### src/rtl/cv32e40p_permanent_fault_tracker_if.sv
// Voter-side bundle of the permanent fault tracker: per-channel op strobes and
// replica mismatch flags in, sticky fault masks, interrupt and debug counters out.
interface cv32e40p_permanent_fault_tracker_if #(
  parameter int unsigned CNT_W = 3
);
  logic                 alu_op_valid_i;
  logic [3:0]           alu_err_i;
  logic                 mult_op_valid_i;
  logic [3:0]           mult_err_i;
  logic                 clear_i;
  logic [3:0]           permanent_faulty_alu_o;
  logic [3:0]           permanent_faulty_mult_o;
  logic                 fault_irq_o;
  logic [4*CNT_W-1:0]   alu_err_cnt_o;

  modport master (
    output alu_op_valid_i, alu_err_i, mult_op_valid_i, mult_err_i, clear_i,
    input  permanent_faulty_alu_o, permanent_faulty_mult_o, fault_irq_o, alu_err_cnt_o
  );

  modport slave (
    input  alu_op_valid_i, alu_err_i, mult_op_valid_i, mult_err_i, clear_i,
    output permanent_faulty_alu_o, permanent_faulty_mult_o, fault_irq_o, alu_err_cnt_o
  );
endinterface

### src/rtl/cv32e40p_permanent_fault_tracker.sv
// Promotes ALU/MULT TMR replicas to permanently faulty once their voter mismatch
// count within a sliding operation window reaches THRESHOLD.
module cv32e40p_permanent_fault_tracker #(
  parameter int unsigned THRESHOLD = 4,
  parameter int unsigned WINDOW    = 256,
  parameter int unsigned CNT_W     = 3
) (
  input  logic clk,
  input  logic rst,
  cv32e40p_permanent_fault_tracker_if.slave bus
);

  localparam int unsigned NREP  = 4;
  localparam int unsigned NCH   = 2;
  localparam int unsigned WIN_W = (WINDOW > 1) ? $clog2(WINDOW) : 1;

  localparam logic [CNT_W-1:0] CNT_MAX  = '1;
  localparam logic [CNT_W-1:0] THR      = CNT_W'(THRESHOLD);
  localparam logic [WIN_W-1:0] WIN_LAST = WIN_W'(WINDOW - 1);

  // Channel 0 is the ALU, channel 1 the MULT; both are handled identically.
  logic [NCH-1:0]                        valid;
  logic [NCH-1:0][NREP-1:0]              err;
  logic [NCH-1:0][NREP-1:0][CNT_W-1:0]   cnt_q, cnt_d;
  logic [NCH-1:0][NREP-1:0]              mask_q, mask_d;
  logic [NCH-1:0][WIN_W-1:0]             win_q, win_d;
  logic                                  irq_q, irq_d;
  logic [CNT_W-1:0]                      inc;

  assign valid = {bus.mult_op_valid_i, bus.alu_op_valid_i};
  assign err   = {bus.mult_err_i, bus.alu_err_i};

  // Next-state: count, promote, then let the window wrap clear the counters.
  always_comb begin
    cnt_d  = cnt_q;
    mask_d = mask_q;
    win_d  = win_q;
    inc    = '0;
    for (int c = 0; c < NCH; c++) begin
      if (valid[c]) begin
        for (int n = 0; n < NREP; n++) begin
          if (err[c][n] && !mask_q[c][n]) begin
            inc = (cnt_q[c][n] == CNT_MAX) ? CNT_MAX : cnt_q[c][n] + CNT_W'(1);
            if (inc >= THR) begin
              mask_d[c][n] = 1'b1;
              cnt_d[c][n]  = '0;
            end else begin
              cnt_d[c][n]  = inc;
            end
          end
        end
        if (win_q[c] == WIN_LAST) begin
          win_d[c] = '0;
          cnt_d[c] = '0;
        end else begin
          win_d[c] = win_q[c] + WIN_W'(1);
        end
      end
    end
    if (bus.clear_i) begin
      cnt_d  = '0;
      mask_d = '0;
      win_d  = '0;
    end
    irq_d = |(mask_d & ~mask_q);
  end

  always_ff @(posedge clk or posedge rst) begin
    if (rst) begin
      cnt_q  <= '0;
      mask_q <= '0;
      win_q  <= '0;
      irq_q  <= 1'b0;
    end else begin
      cnt_q  <= cnt_d;
      mask_q <= mask_d;
      win_q  <= win_d;
      irq_q  <= irq_d;
    end
  end

  assign bus.permanent_faulty_alu_o  = mask_q[0];
  assign bus.permanent_faulty_mult_o = mask_q[1];
  assign bus.fault_irq_o             = irq_q;
  assign bus.alu_err_cnt_o           = cnt_q[0];

  // A counter resting at its saturation value means THRESHOLD does not fit CNT_W.
  for (genvar gc = 0; gc < NCH; gc++) begin : g_sat_ch
    for (genvar gn = 0; gn < NREP; gn++) begin : g_sat_rep
      a_no_saturation: assert property (@(posedge clk) disable iff (rst)
        cnt_q[gc][gn] != CNT_MAX);
    end
  end

endmodule

### src/flat_wrapper.sv
// flat-port wrapper written by rule: the top's interface ports become plain ports
module cv32e40p_permanent_fault_tracker_flat 
#(
  parameter int unsigned THRESHOLD = 4,
  parameter int unsigned WINDOW    = 256,
  parameter int unsigned CNT_W     = 3
)
  (clk, rst, bus_alu_op_valid_i, bus_alu_err_i, bus_mult_op_valid_i, bus_mult_err_i, bus_clear_i, bus_permanent_faulty_alu_o, bus_permanent_faulty_mult_o, bus_fault_irq_o, bus_alu_err_cnt_o);
  cv32e40p_permanent_fault_tracker_if #(.CNT_W(CNT_W)) bus_i ();
  input  logic clk;
  input  logic rst;
  input wire logic [$bits(bus_i.alu_op_valid_i)-1:0] bus_alu_op_valid_i;
  input wire logic [$bits(bus_i.alu_err_i)-1:0] bus_alu_err_i;
  input wire logic [$bits(bus_i.mult_op_valid_i)-1:0] bus_mult_op_valid_i;
  input wire logic [$bits(bus_i.mult_err_i)-1:0] bus_mult_err_i;
  input wire logic [$bits(bus_i.clear_i)-1:0] bus_clear_i;
  output wire logic [$bits(bus_i.permanent_faulty_alu_o)-1:0] bus_permanent_faulty_alu_o;
  output wire logic [$bits(bus_i.permanent_faulty_mult_o)-1:0] bus_permanent_faulty_mult_o;
  output wire logic [$bits(bus_i.fault_irq_o)-1:0] bus_fault_irq_o;
  output wire logic [$bits(bus_i.alu_err_cnt_o)-1:0] bus_alu_err_cnt_o;
  assign bus_i.alu_op_valid_i = bus_alu_op_valid_i;
  assign bus_i.alu_err_i = bus_alu_err_i;
  assign bus_i.mult_op_valid_i = bus_mult_op_valid_i;
  assign bus_i.mult_err_i = bus_mult_err_i;
  assign bus_i.clear_i = bus_clear_i;
  assign bus_permanent_faulty_alu_o = bus_i.permanent_faulty_alu_o;
  assign bus_permanent_faulty_mult_o = bus_i.permanent_faulty_mult_o;
  assign bus_fault_irq_o = bus_i.fault_irq_o;
  assign bus_alu_err_cnt_o = bus_i.alu_err_cnt_o;
  cv32e40p_permanent_fault_tracker #(.THRESHOLD(THRESHOLD), .WINDOW(WINDOW), .CNT_W(CNT_W)) u_core (.clk(clk), .rst(rst), .bus(bus_i));
endmodule
### config.mk
export PLATFORM = sky130hd
export DESIGN_NAME = cv32e40p_permanent_fault_tracker_flat
export DESIGN_NICKNAME = d
export VERILOG_FILES = /design/src/rtl/cv32e40p_permanent_fault_tracker_if.sv /design/src/rtl/cv32e40p_permanent_fault_tracker.sv /design/src/flat_wrapper.sv
export SDC_FILE = /design/constraint.sdc
export NUM_CORES = 1
export LEC_CHECK = 0
export BUFFER_PORTS_ARGS = -buffer_cell sky130_fd_sc_hd__buf_2
export CAP_MARGIN = 20
export CORE_MARGIN = 2
export CORE_UTILIZATION = 55
export DETAILED_ROUTE_END_ITERATION = 7
export GPL_ROUTABILITY_DRIVEN = 0
export PLACE_DENSITY = 0.74
export SLEW_MARGIN = 25
export SYNTH_ARGS = -nofsm -noshare
export SYNTH_HDL_FRONTEND = slang
export SYNTH_SLANG_ARGS = --single-unit
### constraint.sdc
create_clock -name clk -period 2 [get_ports clk]
set_input_delay 0.1 -clock clk [delete_from_list [all_inputs] [get_ports clk]]
set_output_delay 0.1 -clock clk [all_outputs]
set_load 0.1 [all_outputs]
==> impl_metrics.py <==
metrics = {
    "grt": {
        "grt_pass1_wl_um": 8650,
        "grt_start_max_net_pins": 50,
        "grt_pass1_vias": 1959,
        "track_usage_pct": 20.8,
        "grt.overflow.total": 0,
        "grt_antenna_before_repair": 0,
    },
    "power": {
        "p_leak_nw": 1.41,
        "powerDensity_mw_per_mm2": 717,
        "switchingPower_uw": 547,
        "p_total_mw": 2.00,
        "seqPwrFrac_pct": 52.2,
        "irDropWorstVdd_v": 0.000429,
        "power_frac_comb_pct": 12.4,
        "power.clock.fraction_pct": 35.4,
        "swShare_pct": 27.3,
        "p_int_mw": 1.46,
    },
    "setup_path": {
        "crit_end": "u_core.cnt_q[16]$_DFFE_PP0P_",
        "timing.critical_path.to_type": "flip-flop",
        "cp_top_family": "compound AO/OA/AOI/OAI gates",
        "r2r-start": "u_core.win_q[8]$_DFFE_PP0P_",
        "cp_max_fo": 5,
        "start_kind": "flip-flop",
        "r2r_end": "u_core.cnt_q[16]$_DFFE_PP0P_",
        "r2r_slack_ns": 0.37,
        "path_class": "flip-flop to flip-flop",
        "arrival_ns": 1.86,
        "cp.required_ns": 2.22,
        "cp.depth": 5,
        "crit_chain": "ha_1 -> and4_2 -> a21oi_1 -> nand3_1 -> o22ai_1",
        "critPathBufInv": 0,
        "max_stage_delay_ns": 0.43,
        "rr_worst_depth": 5,
        "crit_path_top_delay_cell": "dfrtp_1",
        "critPathLaunch": "u_core.win_q[8]$_DFFE_PP0P_",
    },
    "clock_network": {
        "cts_sinks": 49,
        "path_clk_slew_ns": 0.09,
        "cts_tree": "done",
        "insertion_delay_ns": 0.30,
        "cts_made_buffers": 5,
        "cts_max_level": 2,
        "clock_path_buffers": 2,
        "clockRootBuffer": "clkbuf_8",
    },
    "route": {
        "num_vias": 1983,
        "routed_via_density": 5.82,
        "drt_wl_total_um": 4950,
        "routedWlPerCell_um": 14.5,
        "drc": 0,
        "drtIter0Drc": 109,
        "firstDrtPassIters": 4,
        "ant_nets": 0,
    },
    "synthesis": {
        "synthesis.area_mm2": 0.00255,
        "synth_ff_type": "dfrtp_1",
        "syn_inst": 267,
        "synth-seq-cells": 49,
        "synth_top_cell_by_area": "dfrtp_1",
        "synth_cell_type_count": 46,
        "synth.net_count": 290,
        "synth_top_area_share_pct": 48.0,
        "synth.yosys.seq_area_share_pct": 48.0,
        "avgSynthCellArea_um2": 9.57,
        "async_reset_ff_share_pct": 100,
        "synth_area_leaders": "dfrtp_1 (48%), ha_1 (4.9%), nor2_1 (4.6%)",
        "synth_edf_count": 0,
        "synth_warnings": 0,
    },
    "timing": {
        "final_max_slew_viol_count": 0,
        "post-route-period-util_pct": 81.6,
        "rsz0062_at_grt": "no",
        "slew-limit-headroom_pct": 61.2,
        "fin_crit_ns": 1.63,
        "fin_setup_tns_ns": 0,
        "finalHoldViolCount": 0,
        "worst_pin_slew_ns": 0.583,
        "finClkSkew_ns": 0.00714,
        "finalSetupViolCount": 0,
        "clock.fmax_mhz": 613,
    },
    "die": {
        "pin_count": 34,
        "coreArea_mm2": 0.00441,
        "start_util_pct": 57.9,
        "die_w_um": 72.2,
        "rows": 24,
        "die_height_um": 72.2,
        "die_area_mm2": 0.00521,
    },
    "cells_and_area": {
        "final_nets": 311,
        "final_common_cell": "dfrtp_1",
        "antennaDiodeCount": 0,
        "layout_common_cells": "dfrtp_1 (49), buf_2 (33), nor2_1 (31), nand3_1 (20), nand2_1 (20)",
        "areaGrowthSynthToFinish_pct": 9.40,
        "drive_gt1_share_pct": 17.3,
    },
    "placement": {
        "port-buffer-count": 33,
        "dpl.hpwl_um": 3460,
    },
    "hold_path": {
        "hold_path_class": "primary input to flip-flop",
    },
    "outcome": {
        "status": "finished, final reports clean",
    },
    "flow_run": {
        "maxCapViolCount": 0,
    },
}
## cells by family (layout without fill, tap and decap cells)
| family | after synthesis | in the layout | synth area share, % |
|---|---|---|---|
| xor gates and xnor gates | 9 | 9 | 3.09 |
| DFF | 49 | 49 | 48.0 |
| muxes | 4 | 4 | 1.57 |
| buffers and inverters | 35 | 57 | 7.15 |
| AOI/OAI and AO/OA | 52 | 52 | 14.1 |
| adders and majority gates | 10 | 10 | 4.90 |
| and+or+nand+nor | 108 | 108 | 21.2 |
## through the flow
stage	hold slack (ns)	util (%)	std cells	instance area, um2	setup WS, ns
3_3_place_gp	0.291	60.5	332	2670	0.428
4_1_cts	0.0580	63.3	341	2800	0.362
3_5_place_dp	0.298	60.5	332	2670	0.376
5_1_grt	0.0682	63.3	341	2800	0.197
6_report	0.0642	63.3	341	2800	0.369
2_1_floorplan	0.250	-	267	2550	0.259
## cells in the mapped netlist, drive strengths merged, types with 2 or more instances
| cell | n |
|---|---|
| dfrtp | 49 |
| nor3 | 4 |
| nor2 | 31 |
| o21ai | 10 |
| or2 | 2 |
| nand3 | 21 |
| nor2b | 2 |
| o32ai | 3 |
| inv | 12 |
| a21boi | 4 |
| o21a | 3 |
| nand3b | 4 |
| mux2i | 4 |
| buf | 19 |
| o31ai | 5 |
| nand4 | 4 |
| a21oi | 7 |
| a31oi | 8 |
| ha | 10 |
| nand2b | 5 |
| o2111ai | 2 |
| and4 | 2 |
| nand2 | 20 |
| xor2 | 8 |
| o22ai | 3 |
| clkbuf | 4 |
| and3 | 8 |
## state kept, by name (all words and copies together), names as in the netlist
register / cells
u_core.bus.fault_irq_o: 1
u_core.bus.permanent_faulty_alu_o: 4
u_core.cnt_q: 12
u_core.win_q: 16
u_core.bus.permanent_faulty_mult_o: 4
u_core.bus.alu_err_cnt_o: 12
## worst min-delay path by stage
stage,from,to,slack [ns],cells after the start
2_1_floorplan,bus_mult_err_i[0],u_core.bus.permanent_faulty_mult_o[0]$_DFF_PP0_,0.25,2
3_3_place_gp,rst,u_core.bus.permanent_faulty_alu_o[0]$_DFF_PP0_,0.29,3
3_5_place_dp,rst,u_core.bus.permanent_faulty_alu_o[0]$_DFF_PP0_,0.30,3
4_1_cts,bus_alu_err_i[2],u_core.bus.permanent_faulty_alu_o[2]$_DFF_PP0_,0.06,3
5_1_grt,bus_alu_err_i[2],u_core.bus.permanent_faulty_alu_o[2]$_DFF_PP0_,0.07,3
6_report,bus_alu_err_i[3],u_core.bus.permanent_faulty_alu_o[3]$_DFF_PP0_,0.06,3
## worst register-to-register path, delay by kind of cell (launching register included)
family / cells / cell delay [ns]
compound gates: 2 / 0.51
fa+ha+maj: 1 / 0.24
flops: 1 / 0.43
simple gates: 2 / 0.38
## power groups by stage
stage	sequential [mW]	clock (mW)	combinational (mW)
final	1.05	0.709	0.248
after global routing	1.05	0.763	0.275
after CTS	1.05	0.735	0.250
after detailed placement	1.07	0	0.248
after global placement	1.06	0	0.243
after floorplan	1.06	0	0.202
## area by class of cell
type | instances | area (um2)
well taps | 52 | 65.1
repair buffers | 37 | 198
inverters | 12 | 45.0
fillers | 370 | 1620
clock buffers | 5 | 68.8
flip-flops and latches | 49 | 1230
multi-input cells | 183 | 1150
clock inverters | 3 | 46.3
## what timing repair did
item                      in CTS  in global routing
resized for setup              0                  0
setup buffers                  0                  0
hold endpoints to repair      49                  0
hold buffers                   1                  0
## routing by layer
| layer | share of wire, % | routed length (um) | up-vias | track usage [%] |
|---|---|---|---|---|
| met5 | 0 | 0 | - | 0 |
| met4 | 0.91 | 45 | 0 | 7.76 |
| met3 | 3.6 | 179 | 5 | 4.17 |
| met2 | 50 | 2470 | 31 | 35.2 |
| met1 | 46 | 2250 | 972 | 26.3 |
| li1 | - | - | 975 | - |
Note: power is estimated with default switching activity, not from simulation.
